--- config.mk ---
export PLATFORM = sky130hd
export DESIGN_NAME = reuse_module
export DESIGN_NICKNAME = d
export VERILOG_FILES = /design/src/rtl/reuse_module_pkg.sv /design/src/rtl/reuse_line.sv /design/src/rtl/reuse_module.sv
export SDC_FILE = /design/constraint.sdc
export NUM_CORES = 2
export LEC_CHECK = 0
export ABC_AREA = 1
export BUFFER_PORTS_ARGS = -buffer_cell sky130_fd_sc_hd__clkbuf_2
export CORE_MARGIN = 1
export CORE_UTILIZATION = 50
export DETAILED_ROUTE_END_ITERATION = 10
export PLACE_DENSITY = 0.67
export SLEW_MARGIN = 5
export SYNTH_ARGS = -nofsm -noshare
export SYNTH_HDL_FRONTEND = slang
export SYNTH_MEMORY_MAX_BITS = 65536
export SYNTH_SLANG_ARGS = --single-unit
export TNS_END_PERCENT = 5
--- constraint.sdc ---
create_clock -name clk -period 11.8 [get_ports clk]
set_clock_uncertainty 0.15 [all_clocks]
set_input_delay 2.36 -clock clk [delete_from_list [all_inputs] [get_ports clk]]
set_output_delay 2.36 -clock clk [all_outputs]
set_load 0.1 [all_outputs]
--- src/rtl/reuse_module_pkg.sv ---
// Shared defaults for the row-reuse delay block.
package reuse_module_pkg;

    localparam int unsigned BIT_WIDTH_DEF = 8;
    localparam int unsigned BUF_WIDTH_DEF = 9;
    localparam int unsigned BUF_SIZE_DEF  = 257;
    localparam int unsigned COL_DEF       = 8;

endpackage

--- src/rtl/reuse_line.sv ---
// Single-channel circular row-delay array with a registered, masked output.
// Optional macro REUSE_CLEAR_EN: reset also clears every storage entry.
module reuse_line
    import reuse_module_pkg::*;
#(
    parameter int unsigned BIT_WIDTH = BIT_WIDTH_DEF,
    parameter int unsigned BUF_WIDTH = BUF_WIDTH_DEF,
    parameter int unsigned BUF_SIZE  = BUF_SIZE_DEF
) (
    input  logic                 clk,
    input  logic                 rst_n,
    input  logic                 en,
    input  logic [BUF_WIDTH-1:0] wr_idx,
    input  logic [BUF_WIDTH-1:0] rd_idx,
    input  logic                 valid,
    input  logic [BIT_WIDTH-1:0] din,
    output logic [BIT_WIDTH-1:0] dout
);

    logic [BIT_WIDTH-1:0] mem [BUF_SIZE];

`ifdef REUSE_CLEAR_EN
    // Storage write; reset wipes the whole array.
    always_ff @(posedge clk) begin
        if (!rst_n) begin
            for (int i = 0; i < int'(BUF_SIZE); i++) begin
                mem[i] <= '0;
            end
        end else if (en) begin
            mem[wr_idx] <= din;
        end
    end
`else
    // Storage write; contents are never reset, the fill mask hides stale data.
    always_ff @(posedge clk) begin
        if (rst_n && en) begin
            mem[wr_idx] <= din;
        end
    end
`endif

    // Output register: oldest sample, or the incoming one when the row is one deep.
    always_ff @(posedge clk) begin
        if (!rst_n) begin
            dout <= '0;
        end else if (en) begin
            if (!valid) begin
                dout <= '0;
            end else if (rd_idx == wr_idx) begin
                dout <= din;
            end else begin
                dout <= mem[rd_idx];
            end
        end
    end

endmodule

--- src/rtl/reuse_module.sv ---
// Two-channel row delay: both channels share one write pointer and fill counter.
// Optional macro REUSE_CLEAR_EN: reset also clears storage (outputs identical either way).
module reuse_module
    import reuse_module_pkg::*;
#(
    parameter int unsigned BIT_WIDTH = BIT_WIDTH_DEF,
    parameter int unsigned BUF_WIDTH = BUF_WIDTH_DEF,
    parameter int unsigned BUF_SIZE  = BUF_SIZE_DEF,
    parameter int unsigned COL       = COL_DEF
) (
    input  logic                 clk,
    input  logic                 rst_n,
    input  logic                 en,
    input  logic [BUF_WIDTH-1:0] col,
    input  logic [BIT_WIDTH-1:0] buf_in1,
    input  logic [BIT_WIDTH-1:0] buf_in2,
    output logic [BIT_WIDTH-1:0] buf_out1,
    output logic [BIT_WIDTH-1:0] buf_out2
);

    localparam int unsigned LEN_MAX = BUF_SIZE - 1;

    logic [BUF_WIDTH-1:0] wr_ptr;
    logic [BUF_WIDTH-1:0] fill;
    logic [BUF_WIDTH-1:0] col_q;

    logic [BUF_WIDTH-1:0] len_c;
    logic [BUF_WIDTH-1:0] last_c;
    logic                 col_chg_c;
    logic [BUF_WIDTH-1:0] ptr_cur_c;
    logic [BUF_WIDTH-1:0] fill_cur_c;
    logic [BUF_WIDTH-1:0] ptr_nxt_c;
    logic [BUF_WIDTH-1:0] fill_nxt_c;
    logic                 valid_c;

    // Clamp row length, restart on a col change, derive next pointer/fill and read slot.
    always_comb begin
        len_c      = col;
        last_c     = '0;
        col_chg_c  = 1'b0;
        ptr_cur_c  = wr_ptr;
        fill_cur_c = fill;
        ptr_nxt_c  = '0;
        fill_nxt_c = '0;
        valid_c    = 1'b0;

        if (col == '0) begin
            len_c = BUF_WIDTH'(1);
        end else if (col > BUF_WIDTH'(LEN_MAX)) begin
            len_c = BUF_WIDTH'(LEN_MAX);
        end
        last_c = len_c - BUF_WIDTH'(1);

        // A new col restarts the row at this very edge (this edge is the first capture).
        col_chg_c = (col != col_q);
        if (col_chg_c) begin
            ptr_cur_c  = '0;
            fill_cur_c = '0;
        end

        // Next write slot is also the oldest live sample.
        ptr_nxt_c  = (ptr_cur_c == last_c) ? '0 : ptr_cur_c + BUF_WIDTH'(1);
        fill_nxt_c = (fill_cur_c >= len_c) ? len_c : fill_cur_c + BUF_WIDTH'(1);
        valid_c    = (fill_cur_c >= last_c);
    end

    // Shared pointer, fill counter and col tracking; frozen while en is low.
    always_ff @(posedge clk) begin
        if (!rst_n) begin
            wr_ptr <= '0;
            fill   <= '0;
            col_q  <= BUF_WIDTH'(COL);
        end else if (en) begin
            wr_ptr <= ptr_nxt_c;
            fill   <= fill_nxt_c;
            col_q  <= col;
        end
    end

    reuse_line #(
        .BIT_WIDTH (BIT_WIDTH),
        .BUF_WIDTH (BUF_WIDTH),
        .BUF_SIZE  (BUF_SIZE)
    ) u_line1 (
        .clk    (clk),
        .rst_n  (rst_n),
        .en     (en),
        .wr_idx (ptr_cur_c),
        .rd_idx (ptr_nxt_c),
        .valid  (valid_c),
        .din    (buf_in1),
        .dout   (buf_out1)
    );

    reuse_line #(
        .BIT_WIDTH (BIT_WIDTH),
        .BUF_WIDTH (BUF_WIDTH),
        .BUF_SIZE  (BUF_SIZE)
    ) u_line2 (
        .clk    (clk),
        .rst_n  (rst_n),
        .en     (en),
        .wr_idx (ptr_cur_c),
        .rd_idx (ptr_nxt_c),
        .valid  (valid_c),
        .din    (buf_in2),
        .dout   (buf_out2)
    );

endmodule

==> results_dict.tcl <==
set metrics [dict create \
    holdBufCountCts 0 \
    io_pins 44 \
    grt_pass1_wl_mm 717.6 \
    clk_latency_ps 1010 \
    fmax_mhz 109.9 \
    hold_violations 0 \
    final_cells 19079 \
    cp.arrival_ps 9880 \
    dpl.cell_count 18307 \
    area_delta_synth_final_pct 11.24 \
    initial_core_util_pct 50.26 \
    drive_above_1_share_pct 7.444 \
    rsz0062_at_grt "no" \
    cp_max_fo 92 \
    gp_congestion 0.9384 \
    power_w 0.02977 \
    cts-buffers-inserted 417 \
    syn_avg_cell_area_um2 11.83 \
    post_cts_resized 0 \
    slowest_delay_ps 790 \
    cts.sink_count 4155 \
    synthSimpleGateAreaFrac_pct 22.72 \
    tightest_slew_ps 1245 \
    post-route-drc-count 0 \
    regArea_mm2 0.1243 \
    wl_mm 496.3 \
    crit_path_top_delay_cell "inv_8" \
    detail_route.wl_per_cell_um 26.01 \
    muxShareOfSynthArea_pct 0 \
    ys_seq_area_share_pct 73.50 \
    place.port_buffers 43 \
    ys_async_sr_fraction_pct 0 \
    setup_violations 0 \
    cts_tree "built" \
    ys_seq_elements 4155 \
    p_per_area_mw_per_mm2 158.2 \
    startpoint_type "input pin" \
    antenna_found_initial 23 \
    cts_root_buffer "clkbuf_16" \
    fp.dieW_um 583.7 \
    grt_max_degree 195 \
    yosysWarningCount 0 \
    synthAdderAreaFrac_pct 0.1775 \
    syn-cell-area_mm2 0.1692 \
    fp.coreArea_mm2 0.3366 \
    fill_cells 27055 \
    fin_crit_ps 9103 \
    synth_top_family_by_area "simple AND/OR/NAND/NOR gates" \
    end_kind "flip-flop" \
    ys_types 38 \
    setup_slack_ps 2697 \
    grt_use_total_pct 28.51 \
    synth_top_flop_cell "edfxtp_1" \
    grt-ovfl-total 0 \
    first_iter_violations 16761 \
    dp_hpwl_mm 267.2 \
    dr_total_vias 114535 \
    cts_setup_buffers 0 \
    synth_edf_count 4112 \
    multiInputGateArea_mm2 0.03966 \
    synth_compound_area_share_pct 0.4016 \
    tns_ps 0 \
    viasPerCell 6.003 \
    mostFrequentLayoutCells "nand2_1 (4192), nand3_1 (4133), edfxtp_1 (4112), clkbuf_16 (418), buf_4 (366)" \
    final_common_cell "nand2_1" \
    cts_max_path_buffers 4 \
    maxCapViolations 0 \
    fp.dieH_um 583.7 \
    p_leak_nw 65.59 \
    min_path_type "reg -> reg" \
    finalNetCount 14263 \
    fp-row-count 213 \
    die-area_mm2 0.3407 \
    grt_pass1_vias 104923 \
    crit_required_ps 12580 \
    synth-xor-area-share_pct 0.05695 \
    period_share_pct 77.15 \
    status "finished, final reports clean" \
    pre_cts_slack_ps 1945 \
    dr.pass1.iters 9 \
    cp_top_family "simple AND/OR/NAND/NOR gates" \
    slew_headroom_pct 17.03 \
    critPathKind "in -> reg" \
    slew_violations 0 \
    final_antenna_net_count 0 \
    htreeDepth 5 \
    cp_num_buf_inv 5 \
    cts.clk_slew.worst_paths_ps 60 \
    ir_drop_mv 0.1227 \
    syn-num-nets 14350 \
    syn_inst 14298 \
]
==> power by group <==
part / internal (W) / switching [W]
registers: 0.0162 / 0.00000509
clock network: 0.00743 / 0.00567
logic: 0.0000562 / 0.000392
==> metrics by stage <==
stage	util [%]	instance area [µm²]	hold WS [ps]
3_3_place_gp	51.92	174800	302.8
3_5_place_dp	51.92	174800	305.8
4_1_cts	55.90	188100	315.6
2_1_floorplan	-	169200	295.3
5_1_grt	55.90	188200	336.0
6_report	55.91	188200	313.2
==> worst register-to-register path, delay by kind of cell, from the launching register on <==
kind / cells / cell delay (ps)
and+or+nand+nor: 23 / 5090
buffers and inverters: 4 / 2000
DFF: 1 / 370
AOI/OAI and AO/OA: 1 / 120
==> synth_stat cells (2+ instances only) <==
library cell | instances | area [µm²]
a31oi_1 | 2 | 12.51
nand2_2 | 5 | 31.28
xor2_1 | 8 | 70.07
edfxtp_1 | 4112 | 123500
or2_2 | 2 | 12.51
nand2_1 | 4212 | 15810
clkbuf_1 | 337 | 1265
inv_2 | 8 | 30.03
o21ai_0 | 46 | 230.2
nand4_1 | 8 | 50.05
buf_1 | 98 | 367.9
buf_4 | 20 | 150.1
nand3_2 | 3 | 30.03
ha_1 | 24 | 300.3
buf_2 | 505 | 2527
inv_1 | 245 | 919.6
buf_6 | 4 | 45.04
a21oi_1 | 54 | 270.3
nor3_1 | 6 | 30.03
dfxtp_1 | 43 | 860.8
nand2_4 | 2 | 22.52
o2111ai_1 | 2 | 17.52
nand3_1 | 4133 | 20680
o211ai_1 | 16 | 120.1
xnor2_1 | 3 | 26.28
clkinv_1 | 6 | 22.52
nor2_2 | 5 | 31.28
nand3b_1 | 71 | 533.0
nor2_1 | 309 | 1160
==> path summary, 6_finish.rpt <==
kind	from	endpoint	depth (start not counted)	slack, ps
setup / recovery	col[8]	u_line1.dout[0]	29	2700
hold / removal	fill[8]	fill[8]	2	310
hold reg to reg	fill[8]	fill[8]	2	310
setup reg to reg	col_q[8]	u_line1.dout[0]	28	3980
==> final cells by class <==
class / count / share of cell area, %
antenna: 16 / 0.02128
clock buffer: 501 / 5.740
clock inverter: 255 / 1.374
inverter: 259 / 0.5352
multi-input combinational: 8920 / 21.08
sequential: 4155 / 66.07
tap: 4515 / 3.002
timing repair buffer: 458 / 2.181
==> registers in the layout, summed over array words and instances, names as in the netlist <==
| register | cells |
|---|---|
| col_q | 9 |
| u_line2.dout | 8 |
| u_line1.mem | 2056 |
| wr_ptr | 9 |
| u_line1.dout | 8 |
| fill | 9 |
| u_line2.mem | 2056 |
==> layer usage <==
| layer | GRT usage, % | part of all wire (%) | up-vias |
|---|---|---|---|
| li1 | - | - | 50637 |
| met2 | 42.93 | 45 | 6936 |
| met3 | 5.137 | 11 | 1207 |
| met1 | 39.79 | 38 | 55739 |
| met4 | 14.83 | 5.7 | 16 |
| met5 | 0 | 0.018 | - |
==> kinds of logic after synthesis <==
kind of cell / Yosys count
flops: 4155
xor+xnor: 11
simple gates: 8761
fa+ha+maj: 24
compound gates: 124
buf+inv: 1223
Note: power is estimated with default switching activity, not from simulation.
